[src/rtl/comp_3_pkg.sv]
// Shared constants and result type for the comp_3 magnitude comparator.
package comp_pkg;

    localparam int CMP_WIDTH = 3;

    localparam logic [2:0] CMP_GT = 3'b100;
    localparam logic [2:0] CMP_EQ = 3'b010;
    localparam logic [2:0] CMP_LT = 3'b001;

    typedef struct packed {
        logic gt;
        logic eq;
        logic lt;
    } cmp_res_t;

endpackage

[src/rtl/comp_3_if.sv]
// Operand/result bundle between a comparator client and comp_3.
interface comp_3_if #(
    parameter int WIDTH = 3
);
    logic             in_valid;
    logic [WIDTH-1:0] a;
    logic [WIDTH-1:0] b;
    logic             out_valid;
    logic             gt;
    logic             eq;
    logic             lt;

    modport master (
        output in_valid, a, b,
        input  out_valid, gt, eq, lt
    );

    modport slave (
        input  in_valid, a, b,
        output out_valid, gt, eq, lt
    );
endinterface

[src/rtl/comp_3_bit_slice.sv]
// One-bit cell of the MSB-first compare cascade.
module comp_bit_slice (
    input  logic a_i,
    input  logic b_i,
    input  logic gt_in,
    input  logic eq_in,
    input  logic lt_in,
    output logic gt_out,
    output logic eq_out,
    output logic lt_out
);
    logic gt_loc;
    logic eq_loc;
    logic lt_loc;

    assign gt_loc = a_i & ~b_i;
    assign lt_loc = ~a_i & b_i;
    assign eq_loc = ~(a_i ^ b_i);

    assign eq_out = eq_in & eq_loc;
    assign gt_out = gt_in | (eq_in & gt_loc);
    assign lt_out = lt_in | (eq_in & lt_loc);
endmodule

[src/rtl/comp_3.sv]
// Registered unsigned magnitude comparator: slice cascade feeding a result register.
module comp_3
    import comp_pkg::*;
#(
    parameter int WIDTH = CMP_WIDTH
) (
    input  logic      clk,
    input  logic      rst_n,
    comp_3_if.slave   bus
);
    // chain index WIDTH is the implicit "equal so far" seed above the MSB
    logic [WIDTH:0] gt_c;
    logic [WIDTH:0] eq_c;
    logic [WIDTH:0] lt_c;

    cmp_res_t res_d;
    cmp_res_t res_q;
    logic     valid_q;

    assign gt_c[WIDTH] = 1'b0;
    assign eq_c[WIDTH] = 1'b1;
    assign lt_c[WIDTH] = 1'b0;

    for (genvar i = WIDTH - 1; i >= 0; i--) begin : g_slice
        comp_bit_slice u_slice (
            .a_i    (bus.a[i]),
            .b_i    (bus.b[i]),
            .gt_in  (gt_c[i+1]),
            .eq_in  (eq_c[i+1]),
            .lt_in  (lt_c[i+1]),
            .gt_out (gt_c[i]),
            .eq_out (eq_c[i]),
            .lt_out (lt_c[i])
        );
    end

    assign res_d = '{gt: gt_c[0], eq: eq_c[0], lt: lt_c[0]};

    always_ff @(posedge clk or negedge rst_n) begin
        if (!rst_n) begin
            res_q   <= '0;
            valid_q <= 1'b0;
        end else begin
            valid_q <= bus.in_valid;
            if (bus.in_valid) begin
                res_q <= res_d;
            end
        end
    end

    assign bus.out_valid = valid_q;
    assign bus.gt        = res_q.gt;
    assign bus.eq        = res_q.eq;
    assign bus.lt        = res_q.lt;
endmodule

[src/flat_wrapper.sv]
// flat-port wrapper written by rule: the top's interface ports become plain ports
module comp_3_flat import comp_pkg::*;
#(
    parameter int WIDTH = CMP_WIDTH
)
  (clk, rst_n, bus_in_valid, bus_a, bus_b, bus_out_valid, bus_gt, bus_eq, bus_lt);
  comp_3_if #(.WIDTH(WIDTH)) bus_i ();
  input  logic clk;
  input  logic rst_n;
  input wire logic [$bits(bus_i.in_valid)-1:0] bus_in_valid;
  input wire logic [$bits(bus_i.a)-1:0] bus_a;
  input wire logic [$bits(bus_i.b)-1:0] bus_b;
  output wire logic [$bits(bus_i.out_valid)-1:0] bus_out_valid;
  output wire logic [$bits(bus_i.gt)-1:0] bus_gt;
  output wire logic [$bits(bus_i.eq)-1:0] bus_eq;
  output wire logic [$bits(bus_i.lt)-1:0] bus_lt;
  assign bus_i.in_valid = bus_in_valid;
  assign bus_i.a = bus_a;
  assign bus_i.b = bus_b;
  assign bus_out_valid = bus_i.out_valid;
  assign bus_gt = bus_i.gt;
  assign bus_eq = bus_i.eq;
  assign bus_lt = bus_i.lt;
  comp_3 #(.WIDTH(WIDTH)) u_core (.clk(clk), .rst_n(rst_n), .bus(bus_i));
endmodule
[config.mk]
export PLATFORM = sky130hd
export DESIGN_NAME = comp_3_flat
export DESIGN_NICKNAME = d
export VERILOG_FILES = /design/src/rtl/comp_3_pkg.sv /design/src/rtl/comp_3_if.sv /design/src/rtl/comp_3_bit_slice.sv /design/src/rtl/comp_3.sv /design/src/flat_wrapper.sv
export SDC_FILE = /design/constraint.sdc
export NUM_CORES = 1
export LEC_CHECK = 0
export ABC_AREA = 0
export CAP_MARGIN = 5
export CORE_AREA = 5 5 42 44
export DETAILED_ROUTE_END_ITERATION = 8
export DIE_AREA = 0 0 47 49
export PLACE_DENSITY = 0.52
export SLEW_MARGIN = 10
export SYNTH_ARGS = -nofsm -noshare
export SYNTH_HDL_FRONTEND = slang
export SYNTH_SLANG_ARGS = --single-unit
[constraint.sdc]
create_clock -name clk -period 0.8 [get_ports clk]
set_input_delay 0.24 -clock clk [delete_from_list [all_inputs] [get_ports clk]]
set_output_delay 0.24 -clock clk [all_outputs]
set_load 0.05 [all_outputs]
### Word level (Yosys, flattened, before mapping)

Index checks and enable logic that the tools add are counted.

| operators by class | value |
|---|---|
| bitwise operators | 28 |

Operator list:

| cell | number |
|---|---|
| $and A1 B1 Y1 | 12 |
| $not A1 Y1 | 9 |
| $or A1 B1 Y1 | 4 |
| $xor A1 B1 Y1 | 3 |

| storage, ports and cells | value |
|---|---|
| register bits | 4 |
| word-level logic and storage cells | 32 |
| output and inout port bits | 4 |
| bits of input ports | 9 |

### Longest topological paths before layout

Gate-level depths: netlist of run 1.

| depth | value |
|---|---|
| depth after elaboration | 5 |
| depth in mapped cells | 4 |
| gate-level depth less buffers | 4 |

### By module

A second synthesis of run 1 with hierarchy kept.

| unflattened totals | value |
|---|---|
| cell total of the unflattened synthesis | 30 |
| area total of the unflattened synthesis | 302.8 um^2 |

Modules (own cells, without submodules):

| module | cells each | seq. area each (um^2) | area each (um^2) | times used |
|---|---|---|---|---|
| comp_bit_slice | 7 | 0.0 | 53.8 | 3 |
| comp_3 | 9 | 100.1 | 141.4 | 1 |

### Worst setup path after synthesis of run 1

No wires, ideal clock.

| timing | value |
|---|---|
| kind | reg-to-reg |
| from | register, netlist name u_core.bus.gt |
| to | register u_core.res_q (netlist bit u_core.bus.gt) |
| data required time | 0.674 ns |
| period minus slack after synthesis | 0.918 ns |
| arrival | 0.792 ns |
| cell stages (with the launch flop) | 3 |
| slack | -0.118 ns |
| path buffers | 0 |
| library setup time | 0.126 ns |
| cell sequence | dfrtp_1 -> mux2i_1 -> o21ai_1 |

RTL lines:

| item | line | source |
|---|---|---|
| end signal, assigned | comp_3.sv:46 | `res_q <= res_d;` |
| end, declared | comp_3.sv:17 | `cmp_res_t res_q;` |

### Final worst setup path of run 1

| timing | value |
|---|---|
| from | register u_core.res_q (netlist bit u_core.bus.eq) |
| to | output bus_eq |

RTL lines:

| item | line | source |
|---|---|---|
| end, declared | flat_wrapper.sv:15 | `output wire logic [$bits(bus_i.eq)-1:0] bus_eq;` |

No word-level cell between the ends.

==> flow_metrics.tcl, run 1 <==
set metrics [dict create \
    vias 236 \
    nNetsFinal 59 \
    netlist_instances 26 \
    crit_chain "buf_12" \
    cap_viol_max_count 0 \
    crit_type "flip-flop to output port" \
    synth_cell_types 9 \
    synth-seq-cells 4 \
    grt_max_degree 5 \
    crit_arrival_ns 0.80 \
    crit_fanout 2 \
    row_count 14 \
    p_total_mw 0.795 \
    antenna_found_initial 0 \
    p_leak_nw 0.234 \
    synthesis.area_um2 256 \
    cp_top_family "flip-flops" \
    hp-class "input pin to async pin" \
    die_h_um 49 \
    clkTransAtPathRegs_ns 0.04 \
    gp_congestion 0.723 \
    finalCritPeriodShare_pct 130 \
    status "finished with violations" \
    clkPwrFrac_pct 31.2 \
    cp-start-kind "flip-flop" \
    grt-ovfl-total 0 \
    antennaDiodeCount 0 \
    ioPinCount 13 \
    cp.depth 1 \
    wl_per_cell_um 9.47 \
    grt_pass1_vias 226 \
    clock_latency_ns 0.23 \
    htree_num_levels 1 \
    vias_per_cell 4.07 \
    areaGrowthSynthToFinish_pct 97.1 \
    power.share.switching_pct 31.0 \
    nFillCells 149 \
    r2r_setup_slack_ns 0.03 \
    layout_common_cells "5 x inv_1, 4 x buf_12, 4 x dfrtp_2" \
    synth_area_per_cell_um2 9.87 \
    tritoncts "yes" \
    yosysSeqAreaShare_pct 39.0 \
    powerDensity_nw_per_um2 1570 \
    cp.required_ns 0.56 \
    ff2ff_path_depth 2 \
    cp_slowest_cell "dfrtp_2" \
    vdd_drop_max_mv 0.458 \
    syn-num-nets 41 \
    drc_errors 0 \
    rsz0062_at_grt "yes" \
    setup_violations 4 \
    place_hpwl_um 430 \
    cts_root_buf "clkbuf_4" \
    violations "negative setup slack" \
    dp_slack_ns -0.564 \
    internal-power_mw 0.548 \
    slew-limit-headroom_pct 90.0 \
    cts_sinks 4 \
    post_cts_buffers 0 \
    die_area_um2 2300 \
    drive_above_1_share_pct 59.5 \
    numCtsBuffers 3 \
    grt_usage_pct 5.80 \
    io_buffers 12 \
    drv_slew 0 \
    ys_warn_count 0 \
    critical_path_buf_inv_count 1 \
    final.setup.worst_slack_ns -0.243 \
    final_common_cell "inv_1" \
    r2r-end "u_core.bus.lt" \
    coreArea_um2 1400 \
    switching_power_mw 0.247 \
    clockBufferDepth 2 \
    fmax_ghz 0.959 \
    tightest_slew_ns 0.146 \
    comb_power_share_pct 37.2 \
    final-hold-violation-count 0 \
    reg2reg_from "u_core.bus.lt" \
    die_w_um 47 \
    first_pass_iters 3 \
    max_stage_delay_ns 0.42 \
    grt_pass1_wl_um 848 \
    drt_iter0_drc 2 \
    endpoint_kind "output port" \
    min_period_ns 1.04 \
    start_util_pct 18.3 \
    clock_skew_ns 0 \
    ant_nets 0 \
    seqPwrFrac_pct 31.7 \
    routed_wl_um 549 \
]
-- cells by family (layout without fill, tap and decap cells) --
family / after synthesis / count (layout) / synth area share [%]
AO/OA/AOI/OAI: 5 / 5 / 9.75
adder cells (fa/ha/maj): 6 / 6 / 29.3
buffers and inverters: 7 / 23 / 10.2
flip-flops: 4 / 4 / 39.0
multiplexers: 2 / 2 / 7.81
AND/OR/NAND/NOR: 2 / 2 / 3.90
-- Yosys cell counts --
cell type	n	area (µm²)
a21oi_1	2	10.0
inv_1	7	26.3
nand2_1	1	3.75
ha_1	6	75.1
nand4_1	1	6.26
dfrtp_1	4	100
o21ai_0	1	5.00
o21ai_1	2	10.0
mux2i_1	2	20.0
-- per-layer routing --
| metal | global-route usage, % | vias to the layer above | share of wire (%) |
|---|---|---|---|
| met5 | 0 | - | 0 |
| li1 | - | 118 | - |
| met4 | 11.1 | 0 | 8.7 |
| met2 | 6.56 | 13 | 40 |
| met1 | 6.24 | 101 | 39 |
| met3 | 0.369 | 4 | 12 |
-- metrics by stage --
step / instance area, µm² / std cells / utilization (%) / hold WS, ns / TNS (ns)
5_1_grt: 505 / 58 / 36.1 / 0.210 / -1.07
2_1_floorplan: 274 / 26 / - / -0.0556 / -0.0548
3_3_place_gp: 462 / 55 / 32.9 / 0.456 / -1.84
6_report: 505 / 58 / 36.1 / 0.205 / -0.943
4_1_cts: 509 / 58 / 36.3 / 0.203 / -0.990
3_5_place_dp: 462 / 55 / 32.9 / 0.453 / -1.84
-- worst register-to-register path: cells and delay by family, from the launching register on --
| family | cells | cell delay [ns] |
|---|---|---|
| AOI/OAI and AO/OA | 1 | 0.08 |
| DFF | 1 | 0.41 |
| muxes | 1 | 0.15 |
-- repair_timing --
item                                    in CTS  in global routing
endpoints found under the setup margin       7                  7
hold endpoints to repair                     0                  0
resized for setup                           21                  5
pin swaps                                    4                  3
hold buffers                                 0                  0
-- sequential cells by signal, indices dropped and copies added (netlist names) --
register,flops
u_core.bus.eq,1
u_core.bus.lt,1
u_core.bus.gt,1
u_core.bus.out_valid,1
-- how the worst max path moves through the flow --
stage / end / slack (ns) / from
floorplan: u_core.bus.gt / -0.03 / u_core.bus.gt
global placement: u_core.bus.lt / -0.55 / bus_b[1]
detailed placement: u_core.bus.lt / -0.56 / bus_b[1]
CTS: bus_eq / -0.25 / u_core.bus.eq
global route: bus_lt / -0.27 / u_core.bus.lt
finish: bus_eq / -0.24 / u_core.bus.eq
-- layout make-up --
cell class                 count  area, µm²  area share (%)
timing repair buffer          13        154            30.4
inverter                       7       26.3            5.20
clock buffer                   3       22.5            4.46
multi-input combinational     15        178            35.1
sequential                     4        105            20.8
tap                           16       20.0            3.96
-- power by group through the flow --
stage | clock network, mW | logic (mW) | registers, mW
floorplan | 0 | 0.0528 | 0.318
global placement | 0 | 0.286 | 0.254
detailed placement | 0 | 0.287 | 0.255
CTS | 0.263 | 0.298 | 0.252
global route | 0.287 | 0.315 | 0.255
finish | 0.248 | 0.295 | 0.252
No activity file was read; power rests on OpenSTA's default activity.
==> run 2: changes to the inputs <==
Settings changed: MAX_ROUTING_LAYER set to met4.
==> results of run 2 <==
Final layout, timing and power as in run 1 (identical DEF).
Among the figures that moved: final weighted congestion in routability-driven placement 0.723 -> 0.732; overall routing resource usage 5.80% -> 5.95%
==> run 3: changes to the inputs <==
Settings changed: CAP_MARGIN 5 to 10.
==> results of run 3 <==
Final layout, timing and power as in run 1 (identical DEF).
Among the figures that moved: final weighted congestion in routability-driven placement 0.723 -> 0.732; overall routing resource usage 5.80% -> 5.95%
